**config.mk**
```make
export PLATFORM = sky130hd
export DESIGN_NAME = lc3_writeback
export DESIGN_NICKNAME = d
export VERILOG_FILES = /design/src/rtl/lc3_wb_pkg.sv /design/src/rtl/lc3_regfile.sv /design/src/rtl/lc3_writeback.sv
export SDC_FILE = /design/constraint.sdc
export NUM_CORES = 1
export LEC_CHECK = 0
export CAP_MARGIN = 0
export CORE_MARGIN = 1.5
export CORE_UTILIZATION = 30
export DETAILED_ROUTE_END_ITERATION = 7
export SYNTH_ARGS = -nofsm -noshare
export SYNTH_HDL_FRONTEND = slang
export SYNTH_SLANG_ARGS = --single-unit
```
**constraint.sdc**
```tcl
create_clock -name clock -period 1.8 [get_ports clock]
set_input_delay 0.27 -clock clock [delete_from_list [all_inputs] [get_ports clock]]
set_output_delay 0.27 -clock clock [all_outputs]
set_load 0.01 [all_outputs]
```
**src/rtl/lc3_wb_pkg.sv**
```systemverilog
// Shared types, constants and the NZP helper for the LC3 writeback stage.
package lc3_wb_pkg;

  localparam int DATA_W   = 16;
  localparam int NUM_REGS = 8;
  localparam int ADDR_W   = $clog2(NUM_REGS);

  typedef logic [DATA_W-1:0] word_t;
  typedef logic [ADDR_W-1:0] reg_addr_t;

  typedef enum logic [1:0] {
    WB_ALU = 2'd0,
    WB_MEM = 2'd1,
    WB_PC  = 2'd2,
    WB_NPC = 2'd3
  } w_ctrl_t;

  localparam logic [2:0] PSR_N = 3'b100;
  localparam logic [2:0] PSR_Z = 3'b010;
  localparam logic [2:0] PSR_P = 3'b001;

  // Condition code of a committed value: negative wins, then zero, else positive.
  function automatic logic [2:0] nzp(input word_t value);
    if (value[DATA_W-1])
      return PSR_N;
    else if (value == '0)
      return PSR_Z;
    else
      return PSR_P;
  endfunction

endpackage

```
**src/rtl/lc3_regfile.sv**
```systemverilog
// 8x16 general register file: one synchronous write port, two combinational
// read ports. Reads see only registered state, so a same-cycle write is not
// bypassed to the read ports.
module lc3_regfile
  import lc3_wb_pkg::*;
(
  input  logic      clock,
  input  logic      reset,
  input  logic      write_en,
  input  reg_addr_t write_addr,
  input  word_t     write_data,
  input  reg_addr_t read_addr1,
  input  reg_addr_t read_addr2,
  output word_t     read_data1,
  output word_t     read_data2
);

  word_t regs [NUM_REGS];

  // Clear every register on reset (reset beats a concurrent write), otherwise commit the write.
  always_ff @(posedge clock) begin
    if (reset) begin
      for (int i = 0; i < NUM_REGS; i++)
        regs[i] <= '0;
    end else if (write_en) begin
      regs[write_addr] <= write_data;
    end
  end

  assign read_data1 = regs[read_addr1];
  assign read_data2 = regs[read_addr2];

endmodule

```
**src/rtl/lc3_writeback.sv**
```systemverilog
// LC3 writeback stage: selects the write-back value, commits it to the
// register file and updates the NZP status register, and serves the two
// source-register reads for the execute stage.
module lc3_writeback
  import lc3_wb_pkg::*;
(
  input  logic        clock,
  input  logic        reset,
  input  logic        enable_writeback,
  input  logic [1:0]  W_Control_in,
  input  logic [15:0] npc,
  input  logic [15:0] aluout,
  input  logic [15:0] pcout,
  input  logic [15:0] memout,
  input  logic [2:0]  sr1,
  input  logic [2:0]  sr2,
  input  logic [2:0]  dr,
  output logic [15:0] VSR1,
  output logic [15:0] VSR2,
  output logic [2:0]  psr
);

  w_ctrl_t w_sel;
  word_t   dr_in;

  assign w_sel = w_ctrl_t'(W_Control_in);

  // Pick the value to be written back according to the source select.
  always_comb begin
    dr_in = aluout;
    case (w_sel)
      WB_ALU:  dr_in = aluout;
      WB_MEM:  dr_in = memout;
      WB_PC:   dr_in = pcout;
      WB_NPC:  dr_in = npc;
      default: dr_in = aluout;
    endcase
  end

  // Status flags follow the most recent commit and are cleared on reset.
  always_ff @(posedge clock) begin
    if (reset)
      psr <= 3'b000;
    else if (enable_writeback)
      psr <= nzp(dr_in);
  end

  lc3_regfile u_regfile (
    .clock      (clock),
    .reset      (reset),
    .write_en   (enable_writeback),
    .write_addr (dr),
    .write_data (dr_in),
    .read_addr1 (sr1),
    .read_addr2 (sr2),
    .read_data1 (VSR1),
    .read_data2 (VSR2)
  );

endmodule

```
==> reports/qor.tcl, run 1 <==
set qor(ant_nets) 0
set qor(violations) {setup timing}
set qor(outcome) {finished, violations left}
set qor(htree_num_levels) 4
set qor(crit_fanout) 2
set qor(synthesis.nets) 585
set qor(clockBufferDepth) 2
set qor(tritoncts) {built}
set qor(clock_latency_ps) 410
set qor(dieHeight_um) 160
set qor(power.switching_fraction) 0.255
set qor(routed-via-count) 5196
set qor(multi_input_comb_area_um2) 3460
set qor(avgViaCountPerCell) 5.14
set qor(slew_violations) 0
set qor(gp_congestion) 0.791
set qor(final.hold.worst_slack_ps) 481
set qor(finalHoldViolations) 0
set qor(mappedNetlistArea_um2) 7390
set qor(grt_overflow) 0
set qor(grt_start_max_net_pins) 19
set qor(clk_pin_slew_ps) 60
set qor(grtUsageTotal) 0.174
set qor(crit_type) {flop to output port}
set qor(rrSetupSlack_ps) 1180
set qor(synthesized_flop_and_latch_total) 131
set qor(p_comb_frac) 0.207
set qor(wirelength_um) 21500
set qor(regToRegEndpoint) {psr[2]$_SDFFE_PP0P_}
set qor(max_cap_violations) 0
set qor(pwr-share-seq) 0.427
set qor(grt_busiest_layer) {met2}
set qor(fp.coreArea_um2) 24200
set qor(drive_above_1_share) 0.397
set qor(start_util) 0.305
set qor(die_x_um) 160
set qor(grt.met1_usage) 0.215
set qor(dp_worst_setup_slack_ps) -656
set qor(slew-limit-headroom) 0.797
set qor(std_cell_rows) 57
set qor(crit_start) {u_regfile.regs[2][10]$_SDFFCE_PN0P_}
set qor(first_iter_violations) 392
set qor(max_slew.worst_pin.slew_ps) 302
set qor(final-seq-area_um2) 3900
set qor(fraction_of_the_yosys_area_taken_by_sequential_cells) 0.528
set qor(drt-wirelength-per-cell_um) 21.3
set qor(worst_ep_required_time_ps) 1530
set qor(tritoncts_num_sinks) 131
set qor(antenna_cells_inserted) 0
set qor(power_density_nw_per_um2) 832
set qor(global_route.usage.met2) 0.300
set qor(placement.io_buffers) 112
set qor(cp-start-kind) {flop}
set qor(yosysWarnings) 0
set qor(netlist_instances) 507
set qor(nNetsFinal) 751
set qor(clockPowerShare) 0.367
set qor(period_share) 1.10
set qor(cts_buffer_count) 17
set qor(finalWorstSetupSlack_ps) -188
set qor(grt_first_pass_wirelength_um) 32700
set qor(rr_startpoint) {psr[2]$_SDFFE_PP0P_}
set qor(die-area_um2) 25600
set qor(area_growth_syn_to_layout_pct) 38.8
set qor(peak_supply_drop_mv) 0.654
set qor(remaining_drc_errors) 0
set qor(grt_setup_unrepaired) {true}
set qor(hold_class) {flop to flop}
set qor(hold_path_depth) 1
set qor(cp.arrival_ps) 1720
set qor(drt_pass1_iterations) 5
set qor(internal_power_w) 0.00636
set qor(finClkSkew_ps) 0
set qor(n_fill_cell) 2232
set qor(synth_top_area_share) 0.520
set qor(boundaryPins) 113
set qor(cts_root_buffer) {sky130_fd_sc_hd__clkbuf_16}
set qor(grt_antenna_before_repair) 0
set qor(switching_power_total_w) 0.00218
set qor(cp-endpoint) {VSR1[10]}
set qor(post_synth_top_area_cell) {sky130_fd_sc_hd__edfxtp_1}
set qor(syn_avg_cell_area_um2) 14.6
set qor(cts-hold-fix-buffers) 0
set qor(rr_worst_depth) 2
set qor(fmax_ghz) 0.503
set qor(dp.final_hpwl_um) 14300
set qor(final.min_clock_period_ps) 1990
set qor(leakagePower_nw) 3.74
set qor(globalRouteMet3Util) 0.0366
set qor(first_global_vias) 5646
set qor(critical_path.endpoint_type) {output port}
set qor(post_synth_main_area_contributors) {sky130_fd_sc_hd__edfxtp_1, sky130_fd_sc_hd__mux4_2, sky130_fd_sc_hd__mux2_2}
set qor(timing.final.setup_violations) 32
set qor(synthDistinctLibCells) 22
worst max-delay path: stages, from the launching register on:
cell and delay (ps):
sky130_fd_sc_hd__edfxtp_1 410, sky130_fd_sc_hd__mux4_2 480, sky130_fd_sc_hd__mux2_4 290, sky130_fd_sc_hd__buf_6 120
per-stage QoR:
step | cells | area [µm²] | TNS [ps] | utilization | total power, W
after detailed placement | 976 | 9480 | -29230 | 0.391 | 0.00535
after global placement | 976 | 9480 | -24440 | 0.391 | 0.00531
after floorplan | 507 | 7390 | -2250 | - | 0.00450
after global routing | 1010 | 10300 | -6720 | 0.423 | 0.00883
after CTS | 1010 | 10200 | -5760 | 0.422 | 0.00858
final | 1010 | 10300 | -5240 | 0.423 | 0.00854
synthesized netlist by cell type:
cell type	n
sky130_fd_sc_hd__clkbuf_1	21
sky130_fd_sc_hd__nor2_1	132
sky130_fd_sc_hd__nand2_1	20
sky130_fd_sc_hd__inv_1	1
sky130_fd_sc_hd__a22o_1	1
sky130_fd_sc_hd__buf_1	6
sky130_fd_sc_hd__mux2i_1	17
sky130_fd_sc_hd__buf_2	10
sky130_fd_sc_hd__mux4_2	80
sky130_fd_sc_hd__nand3_1	4
sky130_fd_sc_hd__nor3_1	2
sky130_fd_sc_hd__mux2_2	48
sky130_fd_sc_hd__o21ai_1	16
sky130_fd_sc_hd__o41ai_2	1
sky130_fd_sc_hd__edfxtp_1	128
sky130_fd_sc_hd__nand4_1	2
sky130_fd_sc_hd__nand2b_1	8
sky130_fd_sc_hd__dfxtp_1	3
sky130_fd_sc_hd__nor4_1	4
sky130_fd_sc_hd__buf_6	1
sky130_fd_sc_hd__and3b_1	1
sky130_fd_sc_hd__nor3b_1	1
metal layers:
metal | up-vias | share of wire
met5 | - | 0
met4 | 0 | 0.020
met3 | 26 | 0.073
met2 | 247 | 0.51
met1 | 2603 | 0.40
li1 | 2320 | -
power groups by stage:
stage	sequential (W)	clock [W]	combinational, W
finish	0.00364	0.00313	0.00177
global placement	0.00368	0	0.00163
detailed placement	0.00371	0	0.00165
floorplan	0.00366	0	0.000835
global route	0.00366	0.00329	0.00187
CTS	0.00364	0.00316	0.00178
area by class of cell:
cell class / count / area share
Clock inverter: 14 / 0.0101
Inverter: 1 / 0.000366
Tap cell: 324 / 0.0395
Sequential cell: 131 / 0.381
Timing Repair Buffer: 185 / 0.190
Clock buffer: 18 / 0.0418
Multi-Input combinational cell: 337 / 0.337
worst min path at each step:
stage                               end           startpoint  slack [ps]
finish              psr[0]$_SDFFE_PP0P_  psr[0]$_SDFFE_PP0P_         480
detailed placement  psr[0]$_SDFFE_PP0P_  psr[0]$_SDFFE_PP0P_         460
CTS                 psr[0]$_SDFFE_PP0P_  psr[0]$_SDFFE_PP0P_         480
floorplan           psr[1]$_SDFFE_PP0P_                reset         470
global placement    psr[1]$_SDFFE_PP0P_  psr[1]$_SDFFE_PP0P_         440
global route        psr[1]$_SDFFE_PP0P_  psr[1]$_SDFFE_PP0P_         500
cell families (layout without fill, tap and decap cells):
logic type	Yosys count	in the layout	share of synthesized area
flops	131	131	0.528
compound gates	18	18	0.0142
mux	145	145	0.340
simple gates	174	174	0.0953
buf+inv	39	218	0.0225
cell usage in the layout, fill, tap and decap left out, types with 3 or more instances in the layout:
master | Yosys | layout
sky130_fd_sc_hd__clkbuf_16 | 0 | 17
sky130_fd_sc_hd__mux4_2 | 80 | 80
sky130_fd_sc_hd__nor2_1 | 132 | 132
sky130_fd_sc_hd__buf_2 | 10 | 4
sky130_fd_sc_hd__nand2b_1 | 8 | 7
sky130_fd_sc_hd__buf_4 | 0 | 54
sky130_fd_sc_hd__mux2i_1 | 17 | 17
sky130_fd_sc_hd__mux2_2 | 48 | 17
sky130_fd_sc_hd__buf_12 | 0 | 17
sky130_fd_sc_hd__buf_6 | 1 | 32
sky130_fd_sc_hd__mux2_4 | 0 | 31
sky130_fd_sc_hd__nand3_1 | 4 | 4
sky130_fd_sc_hd__o21ai_1 | 16 | 16
sky130_fd_sc_hd__nand2_1 | 20 | 20
sky130_fd_sc_hd__inv_6 | 0 | 5
sky130_fd_sc_hd__clkinvlp_4 | 0 | 6
sky130_fd_sc_hd__edfxtp_1 | 128 | 128
sky130_fd_sc_hd__clkinv_2 | 0 | 3
sky130_fd_sc_hd__dfxtp_1 | 3 | 3
sky130_fd_sc_hd__clkdlybuf4s50_1 | 0 | 74
state kept, by name (all words and copies together), names as in the netlist:
name / count
u_regfile.regs: 128
psr: 3
what timing repair did:
| item | 4_1_cts | 5_1_grt |
|---|---|---|
| buffers inserted | 0 | 0 |
| hold endpoints to repair | 0 | 0 |
| resized for setup | 195 | 4 |
| gates cloned | 2 | 0 |
| setup endpoints to repair | 33 | 33 |
| pin swaps | 0 | 1 |
Note: power is estimated with default switching activity, not from simulation.
==> inputs of run 2 (changes only) <==
- CAP_MARGIN: 0 -> 20
==> results of run 2 <==
The final DEF is identical to that of run 1; final timing and power are the same.
